$ cat src/rtl/ssb_sync_pkg.sv
// ssb_sync_pkg: shared FSM states, SSB symbol indices and alignment helper
package ssb_sync_pkg;
    typedef enum logic [2:0] {
        SEARCH = 3'd0,
        ALIGN  = 3'd1,
        SYM    = 3'd2,
        CP     = 3'd3,
        TRACK  = 3'd4
    } state_t;
    localparam logic [1:0] SYM_PSS   = 2'd0;
    localparam logic [1:0] SYM_PBCH1 = 2'd1;
    localparam logic [1:0] SYM_SSS   = 2'd2;
    localparam logic [1:0] SYM_PBCH2 = 2'd3;
    // samples still left in the first cyclic prefix when the peak pulse arrives
    function automatic int wait_cycles(input int cp_len, input int detection_delay);
        return cp_len - detection_delay;
    endfunction
endpackage

$ cat src/rtl/ssb_period_tracker.sv
// ssb_period_tracker: SSB period counter, search window and consecutive-miss bookkeeping
module ssb_period_tracker
    import ssb_sync_pkg::*;
#(
    parameter int SSB_PERIOD = 76800,
    parameter int SEARCH_WIN = 8,
    parameter int MISS_LIMIT = 3
) (
    input  logic                              clk_i,
    input  logic                              reset_ni,
    input  logic                              valid,
    input  logic                              peak,
    input  state_t                            state,
    output logic                              hit,
    output logic                              lost,
    output logic [$clog2(MISS_LIMIT+1)-1:0]   miss_count
);
    localparam int PERIOD_W = $clog2(SSB_PERIOD + SEARCH_WIN + 1);
    localparam int MISS_W   = $clog2(MISS_LIMIT + 1);
    localparam logic [PERIOD_W-1:0] WIN_LO    = PERIOD_W'(SSB_PERIOD - SEARCH_WIN);
    localparam logic [PERIOD_W-1:0] WIN_HI    = PERIOD_W'(SSB_PERIOD + SEARCH_WIN);
    localparam logic [PERIOD_W-1:0] FLYWHEEL  = PERIOD_W'(SEARCH_WIN);
    localparam logic [MISS_W-1:0]   MISS_LAST = MISS_W'(MISS_LIMIT - 1);
    logic [PERIOD_W-1:0] period_cnt;
    logic tracking, close, restart;
    // a peak on the last window sample is a hit, so close only fires without one
    always_comb begin
        tracking = state == TRACK;
        hit      = tracking && peak && period_cnt >= WIN_LO && period_cnt <= WIN_HI;
        close    = tracking && valid && period_cnt == WIN_HI && !hit;
        lost     = close && miss_count == MISS_LAST;
        restart  = hit || (state == SEARCH && peak);
    end
    // flywheel reload keeps the nominal phase after a missed peak
    always_ff @(posedge clk_i or negedge reset_ni) begin
        if (!reset_ni) begin
            period_cnt <= '0;
            miss_count <= '0;
        end else begin
            if (restart)
                period_cnt <= '0;
            else if (close)
                period_cnt <= FLYWHEEL;
            else if (valid && state != SEARCH && period_cnt != WIN_HI)
                period_cnt <= period_cnt + 1'b1;
            if (hit || lost)
                miss_count <= '0;
            else if (close)
                miss_count <= miss_count + 1'b1;
        end
    end
endmodule

$ cat src/rtl/ssb_sync_ctrl.sv
// ssb_sync_ctrl: gates the FFT over the three post-PSS SSB symbols and tracks the SSB period
module ssb_sync_ctrl
    import ssb_sync_pkg::*;
#(
    parameter int FFT_LEN         = 256,
    parameter int CP_LEN          = 18,
    parameter int DETECTION_DELAY = 15,
    parameter int SSB_PERIOD      = 76800,
    parameter int SEARCH_WIN      = 8,
    parameter int MISS_LIMIT      = 3
) (
    input  logic                            clk_i,
    input  logic                            reset_ni,
    input  logic                            s_axis_in_tvalid,
    input  logic                            peak_detected_i,
    output logic                            fft_enable_o,
    output logic                            symbol_start_o,
    output logic [1:0]                      symbol_idx_o,
    output logic                            PBCH_start_o,
    output logic                            SSS_start_o,
    output logic                            locked_o,
    output logic [$clog2(MISS_LIMIT+1)-1:0] miss_count_o,
    output logic [2:0]                      state_debug_o
);
    localparam int WAIT_LEN = wait_cycles(CP_LEN, DETECTION_DELAY);
    localparam int CNT_W    = $clog2(FFT_LEN + CP_LEN + WAIT_LEN + 1);
    localparam logic [CNT_W-1:0] WAIT_LAST = CNT_W'(WAIT_LEN - 1);
    localparam logic [CNT_W-1:0] SYM_LAST  = CNT_W'(FFT_LEN - 1);
    localparam logic [CNT_W-1:0] CP_LAST   = CNT_W'(CP_LEN - 1);
    localparam state_t ENTRY = (WAIT_LEN == 0) ? SYM : ALIGN;
    state_t state, state_nx;
    logic [CNT_W-1:0] cnt, cnt_nx;
    logic [1:0] idx_nx;
    logic locked_nx, sym_first, hit, lost;
    ssb_period_tracker #(
        .SSB_PERIOD (SSB_PERIOD),
        .SEARCH_WIN (SEARCH_WIN),
        .MISS_LIMIT (MISS_LIMIT)
    ) u_tracker (
        .clk_i      (clk_i),
        .reset_ni   (reset_ni),
        .valid      (s_axis_in_tvalid),
        .peak       (peak_detected_i),
        .state      (state),
        .hit        (hit),
        .lost       (lost),
        .miss_count (miss_count_o)
    );
    assign state_debug_o = state;
    // symbol sequencer: peaks are taken at any cycle, sample counting only on valid
    always_comb begin
        state_nx  = state;
        cnt_nx    = cnt;
        idx_nx    = symbol_idx_o;
        locked_nx = locked_o;
        case (state)
            SEARCH: if (peak_detected_i) begin
                state_nx = ENTRY;
                cnt_nx   = '0;
                idx_nx   = SYM_PBCH1;
            end
            ALIGN: if (s_axis_in_tvalid) begin
                cnt_nx = cnt + 1'b1;
                if (cnt == WAIT_LAST) begin
                    state_nx = SYM;
                    cnt_nx   = '0;
                end
            end
            SYM: if (s_axis_in_tvalid) begin
                cnt_nx = cnt + 1'b1;
                if (cnt == SYM_LAST) begin
                    cnt_nx    = '0;
                    state_nx  = symbol_idx_o == SYM_PBCH2 ? TRACK : CP;
                    locked_nx = locked_o || symbol_idx_o == SYM_PBCH2;
                end
            end
            CP: if (s_axis_in_tvalid) begin
                cnt_nx = cnt + 1'b1;
                if (cnt == CP_LAST) begin
                    state_nx = SYM;
                    cnt_nx   = '0;
                    idx_nx   = symbol_idx_o + 2'd1;
                end
            end
            TRACK: if (hit) begin
                state_nx = ENTRY;
                cnt_nx   = '0;
                idx_nx   = SYM_PBCH1;
            end else if (lost) begin
                state_nx  = SEARCH;
                locked_nx = 1'b0;
            end
            default: state_nx = SEARCH;
        endcase
        sym_first = state_nx == SYM && cnt_nx == '0;
    end
    // start strobes stay up until the first valid sample of the window is consumed
    always_ff @(posedge clk_i or negedge reset_ni) begin
        if (!reset_ni) begin
            state          <= SEARCH;
            cnt            <= '0;
            symbol_idx_o   <= '0;
            locked_o       <= 1'b0;
            fft_enable_o   <= 1'b0;
            symbol_start_o <= 1'b0;
            PBCH_start_o   <= 1'b0;
            SSS_start_o    <= 1'b0;
        end else begin
            state          <= state_nx;
            cnt            <= cnt_nx;
            symbol_idx_o   <= idx_nx;
            locked_o       <= locked_nx;
            fft_enable_o   <= state_nx == SYM;
            symbol_start_o <= sym_first;
            PBCH_start_o   <= sym_first && idx_nx[0];
            SSS_start_o    <= sym_first && idx_nx == SYM_SSS;
        end
    end
endmodule

$ cat config.mk
export PLATFORM = sky130hd
export DESIGN_NAME = ssb_sync_ctrl
export DESIGN_NICKNAME = d
export VERILOG_FILES = /design/src/rtl/ssb_sync_pkg.sv /design/src/rtl/ssb_period_tracker.sv /design/src/rtl/ssb_sync_ctrl.sv
export SDC_FILE = /design/constraint.sdc
export NUM_CORES = 1
export LEC_CHECK = 0
export BUFFER_PORTS_ARGS = -buffer_cell sky130_fd_sc_hd__buf_4
export CAP_MARGIN = 30
export CELL_PAD_IN_SITES_DETAIL_PLACEMENT = 1
export CELL_PAD_IN_SITES_GLOBAL_PLACEMENT = 1
export CORE_ASPECT_RATIO = 2
export CORE_UTILIZATION = 40
export DETAILED_ROUTE_END_ITERATION = 10
export PLACE_DENSITY_LB_ADDON = 0.1
export SYNTH_ARGS = -nofsm -noshare
export SYNTH_HDL_FRONTEND = slang
export SYNTH_HIERARCHICAL = 1
export SYNTH_SLANG_ARGS = --single-unit
$ cat constraint.sdc
create_clock -name clk_i -period 4.7 [get_ports clk_i]
set_input_delay 0.47 -clock clk_i [delete_from_list [all_inputs] [get_ports clk_i]]
set_output_delay 0.47 -clock clk_i [all_outputs]
set_load 0.005 [all_outputs]
* Yosys cells after proc, flatten, opt, wreduce, memory -nomap -nowiden
Index checks and enable logic that the tools add are counted.
** Word-level totals
- Logic and storage cells :: 92
- Register bits :: 38
- Input port bits :: 4
- Output and inout port bits :: 12
** Cells by class
- Eq/ne operators :: 17
- Multiplexer cells :: 35
- Add/sub/neg operators :: 4
- Reductions and logical operators :: 24
- $lt $le $gt $ge :: 2
** Operators with widths (number)
- $mux W9 :: 8
- $mux W17 :: 3
- $pmux W9 S5 :: 1
- $mux W3 :: 10
- $add A17 B1 Y17 const B :: 1
- $eq A17 B17 Y1 const B :: 1
- $ge A17 B17 Y1 const B :: 1
- $le A17 B17 Y1 const B :: 1
- $ne A17 B17 Y1 const B :: 1
- $pmux W3 S5 :: 1
- $logic_and A1 B1 Y1 :: 13
- $mux W2 :: 6
- $add A9 B1 Y9 const B :: 1
- $eq A3 B2 Y1 const B :: 3
- $eq A9 B2 Y1 const B :: 1
- $eq A9 B5 Y1 const B :: 1
- $eq A9 B8 Y1 const B :: 1
- $logic_not A9 Y1 :: 1
- $eq A2 B2 Y1 const B :: 3
- $ne A2 B2 Y1 const B :: 3
- $pmux W2 S3 :: 1
- $reduce_bool A3 Y1 :: 2
- $reduce_and A5 Y1 :: 1
- $add A2 B1 Y2 const B :: 2
- 9 further kinds :: 15

* Logic depth before layout (Yosys ltp)
Gate-level depths: netlist of the first run.
- Word-level depth :: 13
- Mapped depth :: 14
- Depth with buffers taken out :: 14

* By module
The synthesis of the first run kept the hierarchy.
** Modules (own cells, without submodules)
- ssb_sync_ctrl :: area each 1360.1 µm², times used 1, cells an instance 157, seq. area each 475.5 µm²
- ssb_period_tracker :: area each 1152.4 µm², times used 1, cells an instance 126, seq. area each 475.5 µm²

* Least setup slack after synthesis of the first run
No wires, ideal clock.
- Path kind :: reg-to-reg
- From :: register u_tracker.period_cnt[7]
- To :: register SSS_start_o
- Stages on the path, launching flop included :: 10
- Arrival :: 3197 ps
- Required time :: 4605 ps
- Path slack :: 1408 ps
- Buffers on the path :: 0
- Cell sequence :: dfrtp_1 > or4_4 > a211oi_1 > nor2_1 > nor3_1 > nand2_1 > o22a_1 > a221o_1 > or4_4 > nor4_4
** Between the ends
- Word-level cells in the longest chain between the ends :: 12
- Elaborated cells on any way between the ends :: 21
- Those cells by class :: order compare: 2; eq/ne: 3; mux: 7; reduce/logical: 9
** Ends and longest elaborated chain
- start: declaration :: line ssb_period_tracker.sv:24 : logic [PERIOD_W-1:0] period_cnt;
- start signal: assignment :: line ssb_period_tracker.sv:45 : period_cnt <= period_cnt + 1'b1;
- $ge A17 B17 Y1 :: line ssb_period_tracker.sv:29 : hit = tracking && peak && period_cnt >= WIN_LO && period_cnt <= WIN_HI;
- $logic_and A1 B1 Y1 :: line ssb_period_tracker.sv:29
- $logic_and A1 B1 Y1 * :: line ssb_period_tracker.sv:29
- named net hit :: line ssb_sync_ctrl.sv:34 : logic locked_nx, sym_first, hit, lost;
- $logic_not A1 Y1 :: line ssb_period_tracker.sv:30 : close = tracking && valid && period_cnt == WIN_HI && !hit;
- $logic_and A1 B1 Y1 :: line ssb_period_tracker.sv:30
- $logic_and A1 B1 Y1 :: line ssb_period_tracker.sv:31 : lost = close && miss_count == MISS_LAST;
- $mux W3 :: line ssb_sync_ctrl.sv:89 : end else if (lost) begin
- $mux W3 :: line ssb_sync_ctrl.sv:85 : TRACK: if (hit) begin
- $pmux W3 S5 :: line ssb_sync_ctrl.sv:56 : case (state)
- $eq A3 B2 Y1 :: line ssb_sync_ctrl.sv:95 : sym_first = state_nx == SYM && cnt_nx == '0;
- $logic_and A1 B1 Y1 :: line ssb_sync_ctrl.sv:95
- $logic_and A1 B1 Y1 * :: line ssb_sync_ctrl.sv:116 : SSS_start_o <= sym_first && idx_nx == SYM_SSS;
- end signal: assignment :: line ssb_sync_ctrl.sv:107 : SSS_start_o <= 1'b0;
- end signal: assignment :: line ssb_sync_ctrl.sv:116
- end: declaration :: line ssb_sync_ctrl.sv:20 : output logic SSS_start_o,
The timed path passes the listed nets; every way through them passes the cells marked *.
A chain may end at the register's enable or synchronous reset.

* Worst setup path in the final report of the first run
Ends and elaborated chain as after synthesis.

==> impl_metrics.csv, run 1 <==
group,metric,value,unit
detailed_routing,wl,7.226,mm
layout,drive_above_1_share,0.1356,
floorplanning,design.core.area,0.006056,mm2
placed_design,place_ws,1.026,ns
placed_design,dpl_cell_area,0.002689,mm2
outcome,status,"finished, violations left",
logic_synthesis,synth_ff_type,"dfrtp_1",
global_routing,track_usage,0.2340,
setup_path,worstPathRequired,4.89,ns
placed_design,dp_hpwl,5.586,mm
detailed_routing,via_per_inst,5.726,
setup_path,crit_family,"simple AND/OR/NAND/NOR gates",
global_routing,antenna_found_initial,0,
placed_design,gp_congestion,0.8960,
pwr,irDropWorstVdd,0.0002299,V
clock_tree,clock_latency,0.28,ns
clock_tree,ctsResizeCount,0,
clock_tree,cts_buffers,5,
timing,period_share,0.7776,
logic_synthesis,synth-seq-cells,38,
clock_tree,cts-root-buf,"clkbuf_16",
timing,hold_viol,0,
logic_synthesis,synth_edf_count,0,
outcome,violations,"DRC",
logic_synthesis,syn_area,0.002512,mm2
worst_hold_path,hold_class,"in -> async",
detailed_routing,num_vias,2170,
global_routing,overflow,0,
pwr,p_leak,1.193,nW
timing,finalSetupTns,0,ns
logic_synthesis,synthTopCellsByArea,"dfrtp_1 38%, nor2_1 5.7%, ha_1 4.5%, nand2_1 4.2%, xnor2_1 3.8%",
floorplanning,die-width,58.04,um
clock_tree,cts.sinks,38,
global_routing,grt_pass1_vias,2270,
floorplanning,die_h,114.1,um
timing,finalSetupViolCount,0,
logic_synthesis,synth.top_cell.area_share,0.3785,
clock_tree,cts.clk_slew.worst_paths,0.06,ns
clock_tree,tritoncts,"yes",
logic_synthesis,yosysUniqueCellTypes,56,
logic_synthesis,ys_seq_area_frac,0.3785,
global_routing,grt_max_degree,39,
logic_synthesis,avgSynthCellArea,8.878,um2
global_routing,grt_pass1_wl,11.42,mm
logic_synthesis,yosys_warnings,6,
logic_synthesis,syn_inst,283,
timing,max_freq,273.6,MHz
setup_path,path_cells,"or4_4, a211oi_1, nor2_1, nor3_1, nand2_1, o22a_1, a221o_1, or4_4, nor4_4",
layout,diodes,0,
layout,final_cell_mix,"38 x dfrtp_1, 38 x nor2_1, 28 x nand2_1, 16 x inv_1",
layout,area_growth,12.40,%
detailed_routing,first_pass_iters,7,
timing,tightest_slew,0.7894,ns
floorplanning,rows,40,
setup_path,crit_path_max_incr_delay,0.58,ns
floorplanning,ios,16,
layout,design_area,0.002824,mm2
layout,final_nets,308,
setup_path,worst_path_most_repeated_cell,"or4_4",
pwr,power.density,370.6,mW/mm2
clock_tree,clockBufferDepth,2,
detailed_routing,drtIter0Drc,56,
logic_synthesis,syn_nets,296,
setup_path,critPathSlowestCell,"or4_4",
timing,layout_min_cycle_time,3.655,ns
setup_path,crit_path_start_kind,"flop",
detailed_routing,antenna_left,0,
floorplanning,dieArea,0.006621,mm2
clock_tree,post-cts-setup-buffer-count,0,
clock_tree,hold_buffers,0,
timing,slew_violations,0,
setup_path,end_kind,"flop",
timing,max-slew-margin-rel,0.4722,
timing,rsz0062_at_grt,"false",
setup_path,worstPathMaxFanout,8,
logic_synthesis,synth_area_leader_cell,"dfrtp_1",
logic_synthesis,async_flop_share,1.000,
setup_path,cp_num_buf_inv,0,
detailed_routing,remaining_drc_errors,1,
placed_design,portBuffers,15,
timing,layout_setup_ws,1.045,ns
detailed_routing,avgRoutedWirePerCell,19.07,um
setup_path,critPathArrivalTime,3.84,ns
clock_tree,htreeDepth,2,
floorplanning,initial_core_util,0.4149,
setup_path,worstSetupPathType,"reg -> reg",
timing,fin_worst_skew,0.004759,ns
run,max_cap_viol_count,0,
[synthesized netlist by cell type (5+ instances only)]
master and instances:
xnor2_1 11, nand4_1 8, nor2_1 38, nor3_1 8
nand2_1 28, o21ai_0 9, clkbuf_1 7, dfrtp_1 38
ha_1 9, inv_1 16, nand3_1 15, nand2b_1 5
mux2i_1 6, xor2_1 6, a21oi_1 9
[per-layer routing]
metal	global-route usage	wire length (um)	up-vias
met5	0	0	-
li1	-	-	1035
met2	0.4920	4561	19
met1	0.2043	2368	1107
met4	0.09206	160	0
met3	0.03277	136	9
[logic make-up (layout without fill, tap and decap cells)]
group	Yosys count	in the layout	synth area share
AOI/OAI and AO/OA	47	47	0.1404
xor gates and xnor gates	17	17	0.05926
adders and majority gates	9	9	0.04482
buffers and inverters	26	38	0.04034
DFF	38	38	0.3785
muxes	7	7	0.02839
and+or+nand+nor	139	139	0.3083
[area by class of cell]
class                           count  area [um2]
Fill cell                         717        3232
Multi-Input combinational cell    219        1460
Sequential cell                    38       950.9
Clock buffer                        5       125.1
Timing Repair Buffer               15       112.6
Tap cell                           84       105.1
Inverter                           16       60.06
Clock inverter                      2       10.01
[worst reg2reg max path, delay by kind of cell (launching register included)]
kind / cells / cell delay (ns)
flops: 1 / 0.45
compound gates: 3 / 1.02
simple gates: 6 / 2.09
[path summary, 6_finish.rpt]
| kind | endpoint | startpoint | slack (ns) | cells past startpoint |
|---|---|---|---|---|
| max | SSS_start_o | u_tracker/period_cnt[7] | 1.05 | 9 |
| min | u_tracker/period_cnt[13] | reset_ni | 0.15 | 1 |
| max reg2reg | SSS_start_o | u_tracker/period_cnt[7] | 1.05 | 9 |
| min reg2reg | u_tracker/period_cnt[16] | u_tracker/period_cnt[16] | 0.56 | 2 |
| max in group asynchronous | u_tracker/miss_count[0] | reset_ni | 4.18 | 1 |
| min in group clk_i | u_tracker/period_cnt[16] | u_tracker/period_cnt[16] | 0.56 | 2 |
[flip-flops by register name (all words and copies together) (netlist names)]
name                  cells
u_tracker/period_cnt     17
fft_enable_o              1
SSS_start_o               1
state_debug_o             3
locked_o                  1
u_tracker/miss_count      2
symbol_idx_o              2
symbol_start_o            1
cnt                       9
PBCH_start_o              1
[through the flow]
step,std cells,power (W),hold WS [ns],util
after floorplan,283,0.0006394,0.1744,-
after global placement,372,0.0007258,0.4712,0.4440
after detailed placement,372,0.0007351,0.4765,0.4440
after CTS,379,0.001063,0.1799,0.4663
after global routing,379,0.001107,0.1927,0.4663
final,379,0.001047,0.1516,0.4663
[where the power goes]
group	switching (W)	internal (W)
Sequential	0.0000868	0.000371
Combinational	0.000156	0.000115
Clock	0.000127	0.000191
Total	0.000369	0.000678
(Power assumes the default switching activity.)
==> run 2: changes to the inputs <==
==> constraint.sdc (replaced) <==
create_clock -name clk_i -period 3.7 [get_ports clk_i]
set_input_delay 0.37 -clock clk_i [delete_from_list [all_inputs] [get_ports clk_i]]
set_output_delay 0.37 -clock clk_i [all_outputs]
set_load 0.005 [all_outputs]
==> impl_metrics.csv, run 2 (same netlist as run 1, synthesis figures left out) <==
group,metric,value,unit
clock_tree,clockBufferDepth,2,
outcome,status,"finished, violations left",
setup_path,rr_worst_depth,13,
detailed_routing,antenna_left,0,
timing,tightest_slew,0.7880,ns
setup_path,crit_cells,13,
clock_tree,ctsResizeCount,0,
clock_tree,cts_buffers,5,
run,max_cap_viol_count,0,
setup_path,worstPathRequired,3.89,ns
timing,layout_min_cycle_time,3.344,ns
outcome,violations,"DRC",
setup_path,reg2reg_from,"cnt[0]",
floorplanning,dieArea,0.006621,mm2
timing,hold_viol,0,
setup_path,cp_num_buf_inv,1,
clock_tree,tritoncts,"yes",
layout,final_nets,312,
detailed_routing,first_pass_iters,7,
pwr,power.density,471.0,mW/mm2
detailed_routing,dr.max_layer_used,"met4",
floorplanning,design.core.area,0.006056,mm2
layout,final_cell_mix,"38 x dfrtp_1, 38 x nor2_1, 28 x nand2_1, 19 x buf_4, 16 x inv_1",
global_routing,grt_max_degree,39,
setup_path,crit_path_start_kind,"flop",
timing,max-slew-margin-rel,0.4731,
placed_design,portBuffers,15,
pwr,power.switching,0.0004648,W
layout,regMostFlops,"u_tracker/period_cnt",
setup_path,crit_path_max_incr_delay,0.57,ns
global_routing,grt_pass1_vias,2323,
pwr,p_leak,1.218,nW
setup_path,critPathArrivalTime,3.53,ns
clock_tree,post-cts-setup-buffer-count,0,
timing,fin_worst_skew,0.004462,ns
clock_tree,cts.sinks,38,
pwr,p_int,0.0008852,W
layout,drive_above_1_share,0.1467,
setup_path,worstPathMaxFanout,9,
clock_tree,cts-root-buf,"clkbuf_16",
floorplanning,initial_core_util,0.4149,
pwr,irDropWorstVdd,0.0002908,V
detailed_routing,wl,6.975,mm
setup_path,timing.rr.end,"SSS_start_o",
worst_hold_path,hold_class,"in -> async",
layout,largest_reg_flops,17,
layout,multi_input_area,0.001460,mm2
layout,seq_area,950.9,um2
floorplanning,die-width,58.04,um
clock_tree,clock_latency,0.28,ns
global_routing,grt_pass1_wl,11.69,mm
setup_path,path_cells,"ha_1, and3_2, nand3_1, inv_1, and3_1, ha_1, nand2_1, a21oi_1, or2_2, and2_2, o211ai_2, or4_4, nor4_4",
setup_path,end_kind,"flop",
pwr,pwr-share-comb,0.254,
global_routing,track_usage,0.2373,
detailed_routing,wl_met1,2.362,mm
layout,area_growth,14.09,%
timing,finalSetupTns,0,ns
clock_tree,htreeDepth,2,
pwr,pwr-share-clk,0.317,
detailed_routing,drtIter0Drc,65,
detailed_routing,met3_wirelength,124,um
detailed_routing,via_per_inst,5.635,
pwr,p_sw_frac,0.3443,
floorplanning,rows,40,
placed_design,gp_congestion,0.8202,
clock_tree,cts.clk_slew.worst_paths,0.06,ns
timing,finalSetupViolCount,0,
detailed_routing,remaining_drc_errors,1,
layout,fillCellCount,725,
setup_path,regToRegSetupSlack,0.36,ns
pwr,power_frac_seq,0.429,
timing,period_share,0.9038,
detailed_routing,avgRoutedWirePerCell,18.16,um
global_routing,antenna_found_initial,0,
detailed_routing,num_vias,2164,
timing,max_freq,299.0,MHz
detailed_routing,wl_met2,4.161,mm
setup_path,worst_path_most_repeated_cell,"ha_1",
global_routing,overflow,0,
floorplanning,die_h,114.1,um
timing,rsz0062_at_grt,"false",
placed_design,dp_hpwl,5.470,mm
floorplanning,ios,16,
timing,slew_violations,0,
clock_tree,hold_buffers,0,
pwr,power,0.001350,W
setup_path,crit_family,"simple AND/OR/NAND/NOR gates",
layout,diodes,0,
setup_path,critPathSlowestCell,"or4_4",
setup_path,worstSetupPathType,"reg -> reg",
-- run 2: cell types whose count changed in the layout (fill, tap and decap cells not counted) --
cell	delta
clkinv_2	-1
clkbuf_1	+1
buf_4	+4
clkbuf_8	+1
-- run 2: through the flow --
step | area (um2) | setup WS (ns) | hold WS (ns) | std cells | utilization
final | 2867 | 0.3560 | 0.05144 | 384 | 0.4733
after floorplan | 2512 | 0.4081 | 0.07441 | 283 | -
after global placement | 2719 | 0.4328 | 0.3817 | 376 | 0.4490
after global routing | 2867 | 0.1478 | 0.09165 | 384 | 0.4733
after detailed placement | 2719 | 0.3984 | 0.3733 | 376 | 0.4490
after CTS | 2867 | 0.3607 | 0.06904 | 384 | 0.4733
-- run 2: cell type report --
cell class,instances,share of cell area
clock inverters,1,0.001746
repair buffers,19,0.04976
clock buffers,7,0.04976
multi-input cells,219,0.5094
well taps,84,0.03667
flip-flops and latches,38,0.3317
inverters,16,0.02095
-- run 2: worst max-delay path by stage --
| stage | slack [ns] | endpoint | startpoint |
|---|---|---|---|
| global route | 0.15 | SSS_start_o | cnt[0] |
| CTS | 0.36 | SSS_start_o | cnt[0] |
| floorplan | 0.41 | SSS_start_o | u_tracker/period_cnt[7] |
| global placement | 0.43 | SSS_start_o | cnt[0] |
| detailed placement | 0.40 | SSS_start_o | cnt[0] |
| finish | 0.36 | SSS_start_o | cnt[0] |
-- run 2: power groups by stage --
stage          registers, W  logic [W]  clock network, W
6_report           0.000579   0.000343          0.000428
5_1_grt            0.000592   0.000390          0.000459
4_1_cts            0.000578   0.000348          0.000443
3_5_place_dp       0.000587   0.000344                 0
3_3_place_gp       0.000582   0.000339                 0
2_1_floorplan      0.000533   0.000279                 0
-- run 2: worst register-to-register path: cells and delay by family (launching register included) --
kind	cells	cell delay [ns]
DFF	1	0.50
adders and majority gates	2	0.47
and+or+nand+nor	8	1.87
AOI/OAI and AO/OA	2	0.33
buffers and inverters	1	0.09
-- run 2: layer usage --
metal,GRT usage,up-vias
li1,-,1043
met1,0.2189,1068
met2,0.4659,34
met3,0.03729,19
met4,0.1302,0
met5,0,-
